$ cat src/rtl/qcore_div_unit.sv
// rtl/qcore_div_unit.sv - iterative restoring divider for the core register bank
//
// Computes one quotient bit per clock. Quotient and remainder are held on
// quo_o / rem_o (special registers 4 and 5) and change only when an operation
// completes, so the register bank may read them at any time.
//
// Optional feature macro: QICK_DIV_SIGNED_EN
//   defined   : sign_i selects two's-complement signed division
//   undefined : sign_i is ignored, all operations are unsigned
//
// Ports:
//   clk_i    in      core clock
//   rst_ni   in      asynchronous active-low reset
//   halt_i   in      freezes all state while high
//   clear_i  in      synchronous abort-and-zero (beats halt_i and start_i)
//   start_i  in      start strobe, accepted when ready_o=1 and halt_i=0
//   sign_i   in      signed operation request
//   A_i      in  DW  dividend
//   B_i      in  DW  divisor
//   ready_o  out     idle, results valid
//   div0_o   out     last completed operation had divisor 0
//   quo_o    out DW  quotient
//   rem_o    out DW  remainder

module qcore_div_unit #(
  parameter int DW = 32
) (
  input  logic          clk_i,
  input  logic          rst_ni,
  input  logic          halt_i,
  input  logic          clear_i,
  input  logic          start_i,
  input  logic          sign_i,
  input  logic [DW-1:0] A_i,
  input  logic [DW-1:0] B_i,
  output logic          ready_o,
  output logic          div0_o,
  output logic [DW-1:0] quo_o,
  output logic [DW-1:0] rem_o
);

  localparam int CW = (DW > 1) ? $clog2(DW) : 1;

  typedef enum logic [1:0] {
    IDLE = 2'd0,
    CALC = 2'd1,
    DONE = 2'd2
  } state_t;

  state_t        state;
  logic [CW-1:0] cnt;
  logic [DW-1:0] q_r;     // dividend shifting out, quotient shifting in
  logic [DW-1:0] r_r;     // partial remainder
  logic [DW-1:0] div_r;   // divisor magnitude
  logic [DW-1:0] a_r;     // original dividend, returned as remainder on divide by zero

  // Operand magnitudes and result sign handling
  logic [DW-1:0] a_mag;
  logic [DW-1:0] b_mag;
  logic          start_neg_q;
  logic          start_neg_r;
  logic [DW-1:0] quo_fix;
  logic [DW-1:0] rem_fix;

`ifdef QICK_DIV_SIGNED_EN
  logic neg_q;
  logic neg_r;
  logic a_neg;
  logic b_neg;

  assign a_neg       = sign_i & A_i[DW-1];
  assign b_neg       = sign_i & B_i[DW-1];
  // -2^(DW-1) maps onto itself, which is its correct unsigned magnitude
  assign a_mag       = a_neg ? (-A_i) : A_i;
  assign b_mag       = b_neg ? (-B_i) : B_i;
  assign start_neg_q = a_neg ^ b_neg;
  assign start_neg_r = a_neg;
  assign quo_fix     = neg_q ? (-q_r) : q_r;
  assign rem_fix     = neg_r ? (-r_r) : r_r;
`else
  logic unused_sign;

  assign unused_sign = sign_i;
  assign a_mag       = A_i;
  assign b_mag       = B_i;
  assign start_neg_q = 1'b0;
  assign start_neg_r = 1'b0;
  assign quo_fix     = q_r;
  assign rem_fix     = r_r;
`endif

  // One restoring step. The shifted remainder is DW+1 bits so the compare and
  // subtract cannot overflow. The borrow out of the subtraction is the
  // "remainder < divisor" decision; it is only exact while r_r < div_r, which
  // holds for every nonzero divisor. Divide by zero results are forced in DONE.
  logic [DW:0]   r_shift;
  logic [DW:0]   r_diff;
  logic          take;
  logic [DW-1:0] r_next;

  assign r_shift = {r_r, q_r[DW-1]};
  assign r_diff  = r_shift - {1'b0, div_r};
  assign take    = ~r_diff[DW];
  assign r_next  = take ? r_diff[DW-1:0] : r_shift[DW-1:0];

  always_ff @(posedge clk_i or negedge rst_ni) begin
    if (!rst_ni) begin
      state   <= IDLE;
      cnt     <= '0;
      q_r     <= '0;
      r_r     <= '0;
      div_r   <= '0;
      a_r     <= '0;
      ready_o <= 1'b1;
      div0_o  <= 1'b0;
      quo_o   <= '0;
      rem_o   <= '0;
`ifdef QICK_DIV_SIGNED_EN
      neg_q   <= 1'b0;
      neg_r   <= 1'b0;
`endif
    end else if (clear_i) begin
      state   <= IDLE;
      cnt     <= '0;
      q_r     <= '0;
      r_r     <= '0;
      div_r   <= '0;
      a_r     <= '0;
      ready_o <= 1'b1;
      div0_o  <= 1'b0;
      quo_o   <= '0;
      rem_o   <= '0;
`ifdef QICK_DIV_SIGNED_EN
      neg_q   <= 1'b0;
      neg_r   <= 1'b0;
`endif
    end else if (!halt_i) begin
      case (state)
        IDLE: begin
          if (start_i) begin
            q_r     <= a_mag;
            div_r   <= b_mag;
            a_r     <= A_i;
            r_r     <= '0;
            cnt     <= CW'(DW - 1);
            ready_o <= 1'b0;
            state   <= CALC;
`ifdef QICK_DIV_SIGNED_EN
            neg_q   <= start_neg_q;
            neg_r   <= start_neg_r;
`endif
          end
        end

        CALC: begin
          r_r <= r_next;
          q_r <= {q_r[DW-2:0], take};
          cnt <= cnt - CW'(1);
          if (cnt == '0) begin
            state <= DONE;
          end
        end

        DONE: begin
          if (div_r == '0) begin
            quo_o  <= '1;
            rem_o  <= a_r;
            div0_o <= 1'b1;
          end else begin
            quo_o  <= quo_fix;
            rem_o  <= rem_fix;
            div0_o <= 1'b0;
          end
          ready_o <= 1'b1;
          state   <= IDLE;
        end

        default: begin
          state   <= IDLE;
          ready_o <= 1'b1;
        end
      endcase
    end
  end

endmodule

$ cat config.mk
export PLATFORM = sky130hd
export DESIGN_NAME = qcore_div_unit
export DESIGN_NICKNAME = d
export VERILOG_FILES = /design/src/rtl/qcore_div_unit.sv
export SDC_FILE = /design/constraint.sdc
export NUM_CORES = 1
export LEC_CHECK = 0
export CORE_MARGIN = 2
export CORE_UTILIZATION = 38
export DETAILED_ROUTE_END_ITERATION = 10
export MAX_ROUTING_LAYER = met4
export PLACE_DENSITY_LB_ADDON = 0.25
export SLEW_MARGIN = 40
export SYNTH_ARGS = -nofsm -noshare
export SYNTH_HDL_FRONTEND = slang
export SYNTH_SLANG_ARGS = --single-unit
$ cat constraint.sdc
create_clock -name clk_i -period 4.8 [get_ports clk_i]
set_clock_uncertainty 0.2 [all_clocks]
set_input_delay 1.2 -clock clk_i [delete_from_list [all_inputs] [get_ports clk_i]]
set_output_delay 1.2 -clock clk_i [all_outputs]
set_load 0.05 [all_outputs]
After elaboration in Yosys (flattened, before gate mapping)
Cells that the tools add are included.

word-level totals
  register bits after elaboration = 201
  output and inout bits = 66
  logic and storage cells = 72

operators by class
  add/sub/neg operators = 2
  eq/ne operators = 6
  multiplexer cells = 41
  bitwise logic cells = 1
  reductions and logical operators = 12

operators with widths
  kind                   count
  $mux W32               22
  $pmux W32 S2           2
  $sub A33 B32 Y33       1
  $logic_not A32 Y1      1
  $mux W5                3
  $reduce_and A3 Y1      4
  $pmux W5 S2            1
  $mux W2                4
  $mux W1                7
  $ne A3 B3 Y1 const B   2
  $reduce_bool A2 Y1     3
  $logic_not A5 Y1       1
  $sub A5 B1 Y5 const B  1
  $pmux W2 S2            1
  $reduce_bool A3 Y1     1
  $eq A2 B1 Y1 const B   1
  $eq A2 B2 Y1 const B   1
  $logic_not A2 Y1       1
  $ne A2 B1 Y1 const B   1
  $ne A2 B2 Y1 const B   1
  $pmux W1 S2            1
  $reduce_and A2 Y1      1
  $not A1 Y1             1

Longest topological paths before layout
  depth in word-level cells = 5
  depth in mapped cells = 15
  gate-level depth less buffers = 13

Worst setup path before layout
OpenSTA, ideal clock, no wires.

  path type = register to register
  start point = register q_r[31]
  end point = register r_r[30]
  data arrival time = 2.954 ns
  required time = 4.479 ns
  path slack = 1.524 ns
  cell stages (with the launch flop) = 16
  buffers on the path = 2
  clock period less this slack = 3.276 ns
  path through = dfrtp_1 > inv_1 > ha_1 > inv_1 > fa_1 > a21o_1 > a311oi_2 > nor3_1 > o31a_1 > o211ai_2 > a21oi_2 > nor3b_4 > buf_6 > buf_6 > nand4b_1 > nand2_1

between the ends
  longest elaborated chain between the ends = 5

RTL lines
  item                      line  source
  start: declaration        52    logic [DW-1:0] q_r;
  start signal: assignment  141   q_r <= a_mag;
  start signal: assignment  157   q_r <= {q_r[DW-2:0], take};
  $sub A33 B32 Y33          102   assign r_diff = r_shift - {1'b0, div_r};
  $mux W32                  104   assign r_next = take ? r_diff[DW-1:0] : r_shift[DW-1:0];
  $pmux W32 S2              138   case (state)
  $mux W32                  137   end else if (!halt_i) begin
  $mux W32                  122   end else if (clear_i) begin
  end signal: assignment    156   r_r <= r_next;
  end: declaration          53    logic [DW-1:0] r_r;

Every way passes these cells. The select of a mux whose other input is x is not followed.
A chain may end at the register's enable or synchronous reset.

Worst setup path after layout
  start point = register q_r[31]
  end point = register r_r[0]

between the ends
  longest elaborated chain between the ends = 5

RTL lines
  item              line
  $sub A33 B32 Y33  102
  $mux W32 *        104
  $pmux W32 S2 *    138
  $mux W32 *        137
  $mux W32 *        122

Mark *: on every way between the ends. The rest lies on a longest branch, timed or not. The select of a mux whose other input is x is not followed.

==> key figures <==
Outcome
  – Status: finished, final reports clean

Setup path
  – Slowest stage cell, crit path: dfrtp_1
  – Critical R2R Launch: q_r[31]
  – Critical path class: reg -> reg
  – Largest delay contributor family on the critical path: compound AO/OA/AOI/OAI gates
  – Startpoint types: flip-flop
  – R2r worst-path depth: 14
  – FF-to-FF setup slack: 900 ps
  – Critical R2R Capture: r_r[0]
  – Slowest stage delay, CP: 450 ps
  – Most used cell, CP: inv_1
  – Crit-path max FO: 33
  – Worst EP arrival: 4130 ps
  – WP buf/inv: 3
  – CP Capture Type: flip-flop
  – WP data required: between 5000 and 6000 ps
  – CP cell instances: inv_1 -> ha_1 -> inv_1 -> fa_1 -> a21o_1 -> a311oi_2 -> nor3_1 -> o31a_1 -> o211ai_2 -> a21oi_2 -> nor3b_4 -> buf_12 -> mux2_2 -> o21ai_0

Yosys
  – Post-Syn Nets: between 1000 and 1500
  – Post-Syn Instances: between 1000 and 1500
  – Synthesized cell area: 10600 µm²
  – Asr flop ratio synth: 1.00
  – Post-synth top cells: nand2_1, dfrtp_1, a21oi_1, o21ai_0, nor2_1
  – Share of the synthesized area in the top cell type: 0.473
  – #FFs+latches synth: 201
  – Top cells by area, synth: dfrtp_1, nand2_1, mux2i_1
  – Cell variety after synth: just over 60
  – Post-synthesis sequential area ratio: 0.476
  – Most common cell in the netlist: nand2_1
  – Prevailing post-synth register cell: dfrtp_1
  – Synth area leader: dfrtp_1
  – Post-synth EDFFs: 0
  – Synth warn: 0
  – Syn_area_per_cell: 8.70 µm²

Clocking
  – PostCTS Resize Cnt: 0
  – CTS tree: yes
  – Hold Buf Count CTS: 0
  – CTS Sinks: between 200 and 250
  – Root buffer cell: clkbuf_16
  – Worst-Skew Late Latency: 530 ps
  – Inserted Clock Buffers: 23
  – Reg clk slew, reported paths: 60 ps
  – CTS HTree Levels: 1
  – Post-CTS setup buffers: 0
  – Clk buf depth: 3

Detailed routing
  – Detailed-route via count: ~8800
  – DR DRC count: 0
  – Detail Route Antenna Nets: 0
  – Vias/cell: 5.12
  – Total Wirelength: 28000 µm
  – Per-cell routed wire length: roughly 16 µm
  – Starting DRT DRC Count: 593
  – Drt first pass iters: 5

Place
  – Final RePlAce weighted congestion: 0.885
  – DP HPWL: between 15000 and 20000 µm
  – Placed Cells incl. Taps: roughly 1700
  – Count of input and output buffers: 134
  – Post-DP Area: 12300 µm²

Min path
  – Hold Crit Class: reg -> reg
  – Hold Path Depth: 2
  – Worst min-delay path startpoint: quo_o[24]
  – WHS Endpoint: quo_o[24]

Global route
  – GRT Total Usage: 0.198
  – Overflow after GRT: 0
  – Initial antenna violation count: 0
  – First-pass GRT wire length: roughly 45000 µm
  – Number of global-route vias before repair: ~8300
  – Largest net degree at the start of global routing: 87

Final layout
  – Finished Cell Area: 13100 µm²
  – ANT cells: 0
  – Share of layout cells above drive strength 1: 0.0586
  – Fin cells: 1710
  – Area of the multi-input gates: between 5000 and 6000 µm²
  – P&R area growth vs syn: 23.6%
  – # nets final: 1420
  – Storage cell area: ~5000 µm²
  – Layout fillers: between 2000 and 3000

Die
  – Initial Utilization: 0.383
  – Die area: a little under 30000 µm²
  – Core ar.: 27600 µm²
  – Die width: 171 µm
  – Height of the die: 171 µm
  – Std cell rows: 61
  – Ports: 136

Power and ir drop
  – Worst-case vdd ir drop: 0.279 mV
  – Flop pwr share: 0.383
  – Static Leakage: between 5 and 6 nW
  – Sw Share: 0.302
  – Comb power frac: 0.229
  – Switching pwr: 0.00144 W
  – Power Internal: 0.00333 W
  – Clk pwr share: 0.388
  – Cell Pwr Density: 365 nW/µm²

Flow run
  – Max_cap viols: 0

STA
  – Post-layout min period: 3900 ps
  – Final Max Tran Viols: 0
  – Setup TNS: 0 ps
  – Fmax: 257 MHz
  – Final setup fails: 0
  – Unrepaired setup endpoints after global routing: no
  – Endpoints failing hold: 0
  – Worst slew pin tran: 787 ps
  – Final period util: 0.812
  – Slew margin rel.: 0.473
[metrics by stage]
stage / util / setup WS [ps] / hold slack (ps) / power [W]
global route: 0.473 / 668 / 287 / 0.00500
floorplan: - / 1520 / 261 / 0.00266
detailed placement: 0.444 / 944 / 256 / 0.00295
finish: 0.473 / 903 / 263 / 0.00477
global placement: 0.444 / 983 / 252 / 0.00294
CTS: 0.473 / 888 / 269 / 0.00481
[state kept, by name (all words and copies together) (netlist names)]
register / cells
ready_o: 1
a_r: 32
div0_o: 1
cnt: 5
r_r: 32
q_r: 32
rem_o: 32
div_r: 32
quo_o: 32
state: 2
[power groups by stage]
stage / Combinational (W) / Clock [W] / Sequential (W)
finish: 0.00109 / 0.00185 / 0.00183
global route: 0.00121 / 0.00195 / 0.00184
CTS: 0.00110 / 0.00189 / 0.00183
detailed placement: 0.00109 / 0 / 0.00186
global placement: 0.00109 / 0 / 0.00186
floorplan: 0.000816 / 0 / 0.00184
[how the worst max path moves through the flow]
stage | from | endpoint | cells after the start
final | q_r[31] | r_r[0] | 14
after global routing | q_r[31] | r_r[0] | 14
after CTS | q_r[31] | r_r[0] | 14
after detailed placement | q_r[31] | r_r[0] | 14
after global placement | q_r[31] | r_r[0] | 14
after floorplan | q_r[31] | r_r[30] | 15
[layout by cell type, fill, tap and decap left out, drive strengths merged, types with 8 or more instances in the layout]
master / n
a211oi: 9
a21o: 8
a21oi: 99
a311oi: 36
buf: 17
clkbuf: 34
clkdlybuf4s50: 132
dfrtp: 200
ha: 34
inv: 42
mux2i: 57
nand2: 335
nor2: 71
nor3: 9
nor4: 9
o21a: 8
o21ai: 115
xnor2: 16
[worst reg2reg max path, cell delays in order (launching register included)]
cell,delay [ps]
dfrtp_1,450
inv_1,100
ha_1,160
inv_1,60
fa_1,390
a21o_1,210
a311oi_2,400
nor3_1,130
o31a_1,380
o211ai_2,230
a21oi_2,90
nor3b_4,230
buf_12,250
mux2_2,380
o21ai_0,140
[layer usage]
metal | vias up | share of wire | track usage
met1 | 4123 | 0.50 | 0.291
met4 | 0 | 0.015 | 0.0361
met2 | 215 | 0.44 | 0.300
met5 | - | 0 | -
li1 | 4392 | - | -
met3 | 30 | 0.044 | 0.0204
[area by class of cell]
| type | count | share of cell area |
|---|---|---|
| tap | 378 | 0.0362 |
| sequential | 201 | 0.385 |
| timing repair buffer | 150 | 0.115 |
| clock inverter | 9 | 0.00919 |
| inverter | 41 | 0.0118 |
| clock buffer | 33 | 0.0523 |
| multi-input combinational | 898 | 0.391 |
[logic make-up after synthesis]
group | synth area share
xor gates and xnor gates | 0.0190
AOI/OAI and AO/OA | 0.180
muxes | 0.0550
buffers and inverters | 0.0447
adders and majority gates | 0.0421
and+or+nand+nor | 0.183
DFF | 0.476
Note: power is estimated with default switching activity, not from simulation.
